File: src/rtl/dec_sync_ctrl_if.sv
// Raw-word, aligned-symbol and status bundle for dec_sync_ctrl.
// The master side is the receive front end; the slave side is the controller.
interface dec_sync_ctrl_if;
    logic        raw_valid;
    logic [9:0]  raw_in;
    logic        err_in;
    logic        aligned_valid;
    logic [9:0]  aligned_word;
    logic [3:0]  offset;
    logic        sync_ok;
    logic        rd_load;
    logic        rd_seed;
    logic        stat_clr;
    logic [15:0] los_count;
    logic [15:0] err_count;

    modport master (
        output raw_valid, raw_in, err_in, stat_clr,
        input  aligned_valid, aligned_word, offset, sync_ok, rd_load, rd_seed,
        input  los_count, err_count
    );

    modport slave (
        input  raw_valid, raw_in, err_in, stat_clr,
        output aligned_valid, aligned_word, offset, sync_ok, rd_load, rd_seed,
        output los_count, err_count
    );
endinterface

File: src/rtl/dec_sync_ctrl.sv
// Comma search over all 10 bit offsets, symbol alignment and hunt/verify/sync control.
// Define DEC_SYNC_STATS_EN to build the loss-of-sync and errored-symbol counters.
module dec_sync_ctrl #(
    parameter int unsigned COMMA_NEED   = 3,
    parameter int unsigned ERR_MAX      = 4,
    parameter int unsigned GOOD_RECOVER = 4
) (
    input logic            clk,
    input logic            reset,
    dec_sync_ctrl_if.slave bus
);
    localparam logic [1:0] StHunt   = 2'd0;
    localparam logic [1:0] StVerify = 2'd1;
    localparam logic [1:0] StSync   = 2'd2;

    localparam logic [3:0] CommaNeed   = 4'(COMMA_NEED);
    localparam logic [3:0] ErrMax      = 4'(ERR_MAX);
    localparam logic [3:0] GoodRecover = 4'(GOOD_RECOVER);
    localparam logic [6:0] CommaNeg    = 7'b0011111;
    localparam logic [6:0] CommaPos    = 7'b1100000;

    logic [1:0]  state_q, state_d, state_m;
    logic [9:0]  prev_raw_q;
    logic [3:0]  offset_q, offset_d;
    logic [3:0]  comma_cnt_q, comma_cnt_d;
    logic [3:0]  err_cnt_q, err_cnt_d;
    logic [3:0]  good_cnt_q, good_cnt_d;
    logic        av_q;
    logic [9:0]  word_q, word_d;
    logic        seed_q, seed_d;
    logic        rd_load_q, rd_load_d;
    logic        chk_verify_q, chk_verify_d;
    logic        chk_sync_q, chk_sync_d;
    logic        los_evt, err_evt;

    logic [19:0] win;
    logic [9:0]  cand [10];
    logic [9:0]  comma_hit;
    logic        any_hit;
    logic [3:0]  first_k;

    always_comb begin
        win       = {prev_raw_q, bus.raw_in};
        comma_hit = '0;
        for (int k = 0; k < 10; k++) begin
            cand[k]      = win[19-k -: 10];
            comma_hit[k] = (cand[k][9:3] == CommaNeg) || (cand[k][9:3] == CommaPos);
        end
        first_k = '0;
        for (int k = 9; k >= 0; k--) begin
            if (comma_hit[k]) first_k = 4'(k);
        end
        any_hit = |comma_hit;
    end

    always_comb begin
        state_d      = state_q;
        offset_d     = offset_q;
        comma_cnt_d  = comma_cnt_q;
        err_cnt_d    = err_cnt_q;
        good_cnt_d   = good_cnt_q;
        word_d       = word_q;
        seed_d       = seed_q;
        rd_load_d    = 1'b0;
        chk_verify_d = 1'b0;
        chk_sync_d   = 1'b0;
        los_evt      = 1'b0;
        err_evt      = 1'b0;

        // err_in belongs to last cycle's aligned word, so settle that word before the new one.
        if (av_q && chk_verify_q && bus.err_in) begin
            state_d     = StHunt;
            comma_cnt_d = '0;
        end else if (av_q && chk_sync_q) begin
            if (bus.err_in) begin
                err_evt    = 1'b1;
                good_cnt_d = '0;
                err_cnt_d  = (err_cnt_q == 4'hF) ? err_cnt_q : err_cnt_q + 4'd1;
                if (err_cnt_d >= ErrMax) begin
                    state_d   = StHunt;
                    err_cnt_d = '0;
                    los_evt   = 1'b1;
                end
            end else if (good_cnt_q + 4'd1 >= GoodRecover) begin
                good_cnt_d = '0;
                if (err_cnt_q != '0) err_cnt_d = err_cnt_q - 4'd1;
            end else begin
                good_cnt_d = good_cnt_q + 4'd1;
            end
        end

        state_m = state_d;
        if (bus.raw_valid) begin
            case (state_m)
                StHunt: begin
                    if (any_hit) begin
                        offset_d    = first_k;
                        comma_cnt_d = 4'd1;
                        state_d     = StVerify;
                    end
                end
                StVerify: begin
                    if (comma_hit[offset_d]) begin
                        if (comma_cnt_d != 4'hF) comma_cnt_d = comma_cnt_d + 4'd1;
                        if (comma_cnt_d >= CommaNeed) begin
                            state_d     = StSync;
                            comma_cnt_d = '0;
                            rd_load_d   = 1'b1;
                        end
                    end else if (any_hit) begin
                        offset_d    = first_k;
                        comma_cnt_d = 4'd1;
                    end
                end
                default: ;
            endcase
            word_d = cand[offset_d];
            if (comma_hit[offset_d]) seed_d = (cand[offset_d][9:3] == CommaNeg);
            chk_verify_d = (state_m == StVerify) && !comma_hit[offset_d];
            chk_sync_d   = (state_m == StSync);
        end
    end

    always_ff @(posedge clk or negedge reset) begin
        if (!reset) begin
            state_q      <= StHunt;
            prev_raw_q   <= '0;
            offset_q     <= '0;
            comma_cnt_q  <= '0;
            err_cnt_q    <= '0;
            good_cnt_q   <= '0;
            av_q         <= 1'b0;
            word_q       <= '0;
            seed_q       <= 1'b0;
            rd_load_q    <= 1'b0;
            chk_verify_q <= 1'b0;
            chk_sync_q   <= 1'b0;
        end else begin
            if (bus.raw_valid) prev_raw_q <= bus.raw_in;
            state_q      <= state_d;
            offset_q     <= offset_d;
            comma_cnt_q  <= comma_cnt_d;
            err_cnt_q    <= err_cnt_d;
            good_cnt_q   <= good_cnt_d;
            av_q         <= bus.raw_valid;
            word_q       <= word_d;
            seed_q       <= seed_d;
            rd_load_q    <= rd_load_d;
            chk_verify_q <= chk_verify_d;
            chk_sync_q   <= chk_sync_d;
        end
    end

    assign bus.aligned_valid = av_q;
    assign bus.aligned_word  = word_q;
    assign bus.offset        = offset_q;
    assign bus.sync_ok       = (state_q == StSync);
    assign bus.rd_load       = rd_load_q;
    assign bus.rd_seed       = seed_q;

`ifdef DEC_SYNC_STATS_EN
    logic [15:0] los_count_q, err_count_q;

    always_ff @(posedge clk or negedge reset) begin
        if (!reset) begin
            los_count_q <= '0;
            err_count_q <= '0;
        end else if (bus.stat_clr) begin
            los_count_q <= '0;
            err_count_q <= '0;
        end else begin
            if (los_evt && los_count_q != 16'hFFFF) los_count_q <= los_count_q + 16'd1;
            if (err_evt && err_count_q != 16'hFFFF) err_count_q <= err_count_q + 16'd1;
        end
    end

    assign bus.los_count = los_count_q;
    assign bus.err_count = err_count_q;
`else
    logic unused_stat;
    assign unused_stat   = bus.stat_clr ^ los_evt ^ err_evt;
    assign bus.los_count = '0;
    assign bus.err_count = '0;
`endif
endmodule

File: src/flat_wrapper.sv
// flat-port wrapper written by rule: the top's interface ports become plain ports
module dec_sync_ctrl_flat 
#(
    parameter int unsigned COMMA_NEED   = 3,
    parameter int unsigned ERR_MAX      = 4,
    parameter int unsigned GOOD_RECOVER = 4
)
  (clk, reset, bus_raw_valid, bus_raw_in, bus_err_in, bus_stat_clr, bus_aligned_valid, bus_aligned_word, bus_offset, bus_sync_ok, bus_rd_load, bus_rd_seed, bus_los_count, bus_err_count);
  dec_sync_ctrl_if bus_i ();
  input logic clk;
  input logic reset;
  input wire logic [$bits(bus_i.raw_valid)-1:0] bus_raw_valid;
  input wire logic [$bits(bus_i.raw_in)-1:0] bus_raw_in;
  input wire logic [$bits(bus_i.err_in)-1:0] bus_err_in;
  input wire logic [$bits(bus_i.stat_clr)-1:0] bus_stat_clr;
  output wire logic [$bits(bus_i.aligned_valid)-1:0] bus_aligned_valid;
  output wire logic [$bits(bus_i.aligned_word)-1:0] bus_aligned_word;
  output wire logic [$bits(bus_i.offset)-1:0] bus_offset;
  output wire logic [$bits(bus_i.sync_ok)-1:0] bus_sync_ok;
  output wire logic [$bits(bus_i.rd_load)-1:0] bus_rd_load;
  output wire logic [$bits(bus_i.rd_seed)-1:0] bus_rd_seed;
  output wire logic [$bits(bus_i.los_count)-1:0] bus_los_count;
  output wire logic [$bits(bus_i.err_count)-1:0] bus_err_count;
  assign bus_i.raw_valid = bus_raw_valid;
  assign bus_i.raw_in = bus_raw_in;
  assign bus_i.err_in = bus_err_in;
  assign bus_i.stat_clr = bus_stat_clr;
  assign bus_aligned_valid = bus_i.aligned_valid;
  assign bus_aligned_word = bus_i.aligned_word;
  assign bus_offset = bus_i.offset;
  assign bus_sync_ok = bus_i.sync_ok;
  assign bus_rd_load = bus_i.rd_load;
  assign bus_rd_seed = bus_i.rd_seed;
  assign bus_los_count = bus_i.los_count;
  assign bus_err_count = bus_i.err_count;
  dec_sync_ctrl #(.COMMA_NEED(COMMA_NEED), .ERR_MAX(ERR_MAX), .GOOD_RECOVER(GOOD_RECOVER)) u_core (.clk(clk), .reset(reset), .bus(bus_i));
endmodule
File: config.mk
export PLATFORM = sky130hd
export DESIGN_NAME = dec_sync_ctrl_flat
export DESIGN_NICKNAME = d
export VERILOG_FILES = /design/src/rtl/dec_sync_ctrl_if.sv /design/src/rtl/dec_sync_ctrl.sv /design/src/flat_wrapper.sv
export SDC_FILE = /design/constraint.sdc
export NUM_CORES = 1
export LEC_CHECK = 0
export CAP_MARGIN = 25
export CORE_MARGIN = 1
export CORE_UTILIZATION = 58
export CTS_CLUSTER_SIZE = 28
export DETAILED_ROUTE_END_ITERATION = 8
export PLACE_DENSITY = 0.85
export SYNTH_ARGS = -nofsm -noshare
export SYNTH_HDL_FRONTEND = slang
export SYNTH_SLANG_ARGS = --single-unit
export TNS_END_PERCENT = 30
File: constraint.sdc
create_clock -name clk -period 11.7 [get_ports clk]
set_input_delay 3.51 -clock clk [delete_from_list [all_inputs] [get_ports clk]]
set_output_delay 3.51 -clock clk [all_outputs]
set_load 0.01 [all_outputs]
==> reports/qor.txt <==
status: complete, no violations
initial DRC count: 292
Vias/cell: 6.398
CP delay by family, top: compound AO/OA/AOI/OAI gates
hold_sp: u_core.bus.aligned_word[8]
Final ANT Viol Nets: 0
Leak Pwr: 1.681 nW
Synth area leaders: dfrtp_1 (30%), mux2i_1 (12%), buf_4 (7.0%)
final setup margin: 3.883 ns
slew of the pin with the lowest slew margin: 0.9124 ns
reg2reg setup slack: 7.06 ns
n_diodes: 0
area delta synth->final: 7.931%
core region area: 5991 um2
min cycle time layout: 7.817 ns
root buffer cell: clkbuf_8
Chip Height: 81.10 um
RSZ-0062 raised after global routing: no
cell row count: 28
Yosys top cell by area: dfrtp_1
Critical Path AT: 8.03 ns
pin count of the biggest net entering global routing: 44
die footprint: 6576 um2
drt wl/cell: 17.13 um
max_cap viols: 0
Pre-antenna DRT Iters: 5
CTS tree: built
nets@finish: 439
Worst Hold End: u_core.bus.aligned_word[8]
sequential-to-total area share from yosys stat: 29.66%
pre-CTS setup slack: 3.627 ns
clock power share: 12.6%
Syn Inst Count: 405
first-pass GRT wire length: 13570 um
WS Path Type: in -> reg
Logic pwr share: 58.6%
Reg-to-Reg End: u_core.bus.rd_seed
cts repair resizes: 0
Post-synth ARST share: 100.0%
sw power: 0.3677 mW
all-layer global routing usage: 26.87%
CTS Hold Buffers Added: 0
I/O Buffers: 31
R2R depth: 11
Main synth FF type: dfrtp_1
final hold violations: 0
fmax: 127.9 MHz
H-tree levels: 2
CP Data Required Time: 11.92 ns
clk slew on worst S/H paths: 0.09 ns
initial antenna violation count: 0
total grt overflow: 0
Post-Route WL: 8481 um
GPL Wtd Cong: 0.9044
CP Max Fanout: 23
die width: 81.10 um
postcts setup bufs: 0
share of the synthesized area in the top cell type: 29.66%
Tcrit/Tclk final: 66.81%
Slew Limit Fails: 0
crit path cell chain: clkdlybuf4s50_1, or4_4, o32ai_2, o22ai_1, a221oi_1, a22oi_2, o211a_4, a21oi_4, mux2i_1, mux4_2, o32a_1, o32ai_1
Avg Inst Size Synth: 8.959 um2
internal power: 0.4540 mW
pwr dens: 209.8 nW/um2
# DRC: 0
Post-Synthesis Cell Area: 3628 um2
CP bufs+invs: 1
most frequent cells in the layout: mux2i_1 (43), dfrtp_1 (43), nand2_1 (32), conb_1 (32), clkdlybuf4s50_1 (30)
switching share of power: 44.75%
crit start category: primary input
DP Wirelength: 6047 um
skew final: 0.01116 ns
number of synthesized flops with an enable pin: 0
total CTS buffers: 5
sequential fraction of design power: 28.9%
Max stage delay on crit path: 0.65 ns
clock latency on the worst-skew pair: 0.31 ns
share of post-route cells with drive strength above 1: 9.048%
Sinks on Clock Net: 43
hold depth: 1
#FFs+latches synth: 43
Final TNS setup: 0 ns
worst-case clock buffer depth: 2
num ports: 65
Crit Reg-Reg Startpoint: u_core.prev_raw_q[2]
Netlist cell types: 76
Worst Hold Class: reg -> reg
final setup vio count: 0
CP max-delay cell: a21oi_4
Initial Util: 60.57%
Slew headroom: 39.18%
fillers: 507
YS warnings: 0
vias in the first global route: 2855
via count: 3167
crit end category: flop
worst vdd ir: 0.1417 mV
-- sequential cells by signal, summed over array words and instances (netlist names), 2 cells and up --
signal / cells
u_core.good_cnt_q: 4
u_core.state_q: 2
u_core.bus.offset: 4
u_core.err_cnt_q: 4
u_core.bus.aligned_word: 10
u_core.comma_cnt_q: 4
u_core.prev_raw_q: 10
-- worst max path at each step --
stage	cells past startpoint	slack [ns]	from	endpoint
detailed placement	12	3.63	bus_raw_in[8]	u_core.bus.rd_seed
CTS	12	3.94	bus_raw_in[8]	u_core.bus.rd_seed
global route	12	3.64	bus_raw_in[8]	u_core.bus.rd_seed
finish	12	3.88	bus_raw_in[8]	u_core.bus.rd_seed
floorplan	13	4.88	bus_raw_in[8]	u_core.bus.rd_seed
global placement	12	3.66	bus_raw_in[8]	u_core.bus.rd_seed
-- per-layer routing --
metal	GRT usage [%]	share of wire (%)	wire, um
met4	10.89	2.6	218
met5	0	0	0
met1	34.63	43	3640
met2	45.13	48	4068
met3	3.820	6.5	554
-- stage by stage --
| step | hold slack, ns | utilization [%] | cell area, um2 | total power [mW] | std cells |
|---|---|---|---|---|---|
| after floorplan | 0.4508 | - | 3745 | 0.5987 | 436 |
| after global placement | 0.4651 | 63.49 | 3804 | 0.6971 | 486 |
| after detailed placement | 0.4678 | 63.49 | 3804 | 0.7087 | 486 |
| after CTS | 0.4890 | 65.04 | 3896 | 0.8147 | 494 |
| after global routing | 0.5179 | 65.37 | 3916 | 0.8730 | 495 |
| final | 0.4856 | 65.37 | 3916 | 0.8217 | 495 |
-- power groups by stage --
stage | clock (mW) | combinational, mW | sequential (mW)
final | 0.103 | 0.481 | 0.237
after global routing | 0.111 | 0.518 | 0.243
after CTS | 0.105 | 0.474 | 0.236
after detailed placement | 0 | 0.470 | 0.239
after global placement | 0 | 0.459 | 0.238
after floorplan | 0 | 0.373 | 0.226
-- Yosys cell counts (all sizes together), types with 3 or more instances --
library cell / instances
o32ai: 4
nor4: 4
or3b: 6
inv: 15
buf: 38
nand2: 32
nor3b: 4
and2: 9
clkbuf: 20
a221oi: 4
nand3: 10
nand4: 5
nor4b: 3
mux2i: 43
nor3: 7
nor2b: 6
ha: 5
o221ai: 10
or2: 3
mux2: 10
o31ai: 4
a31oi: 4
nor2: 24
o211ai: 4
dfrtp: 43
a22oi: 4
a211oi: 3
a21oi: 17
nand2b: 6
o211a: 3
and3: 5
o21ai: 10
-- cells by family (layout without fill, tap and decap cells) --
logic type               count (synthesis)  in the layout  synth area share, %
buffers and inverters                   73             57                11.34
AND/OR/NAND/NOR                        130            130                19.21
adder cells (fa/ha/maj)                  5              5                1.724
flip-flops                              43             43                29.66
other                                    1             32               0.1033
AO/OA/AOI/OAI                           97             97                21.52
multiplexers                            55             55                16.21
XOR/XNOR                                 1              1               0.2414
-- final cells by class --
class                   count  area (um2)  area share (%)
clock buffers               5       68.82           1.757
clock inverters             3       23.77          0.6070
inverters                  15       56.30           1.438
multi-input cells         320        2257           57.64
flip-flops and latches     43        1076           27.48
well taps                  75       93.84           2.396
repair buffers             34       340.3           8.690
Power figures use the tool's default switching activity.
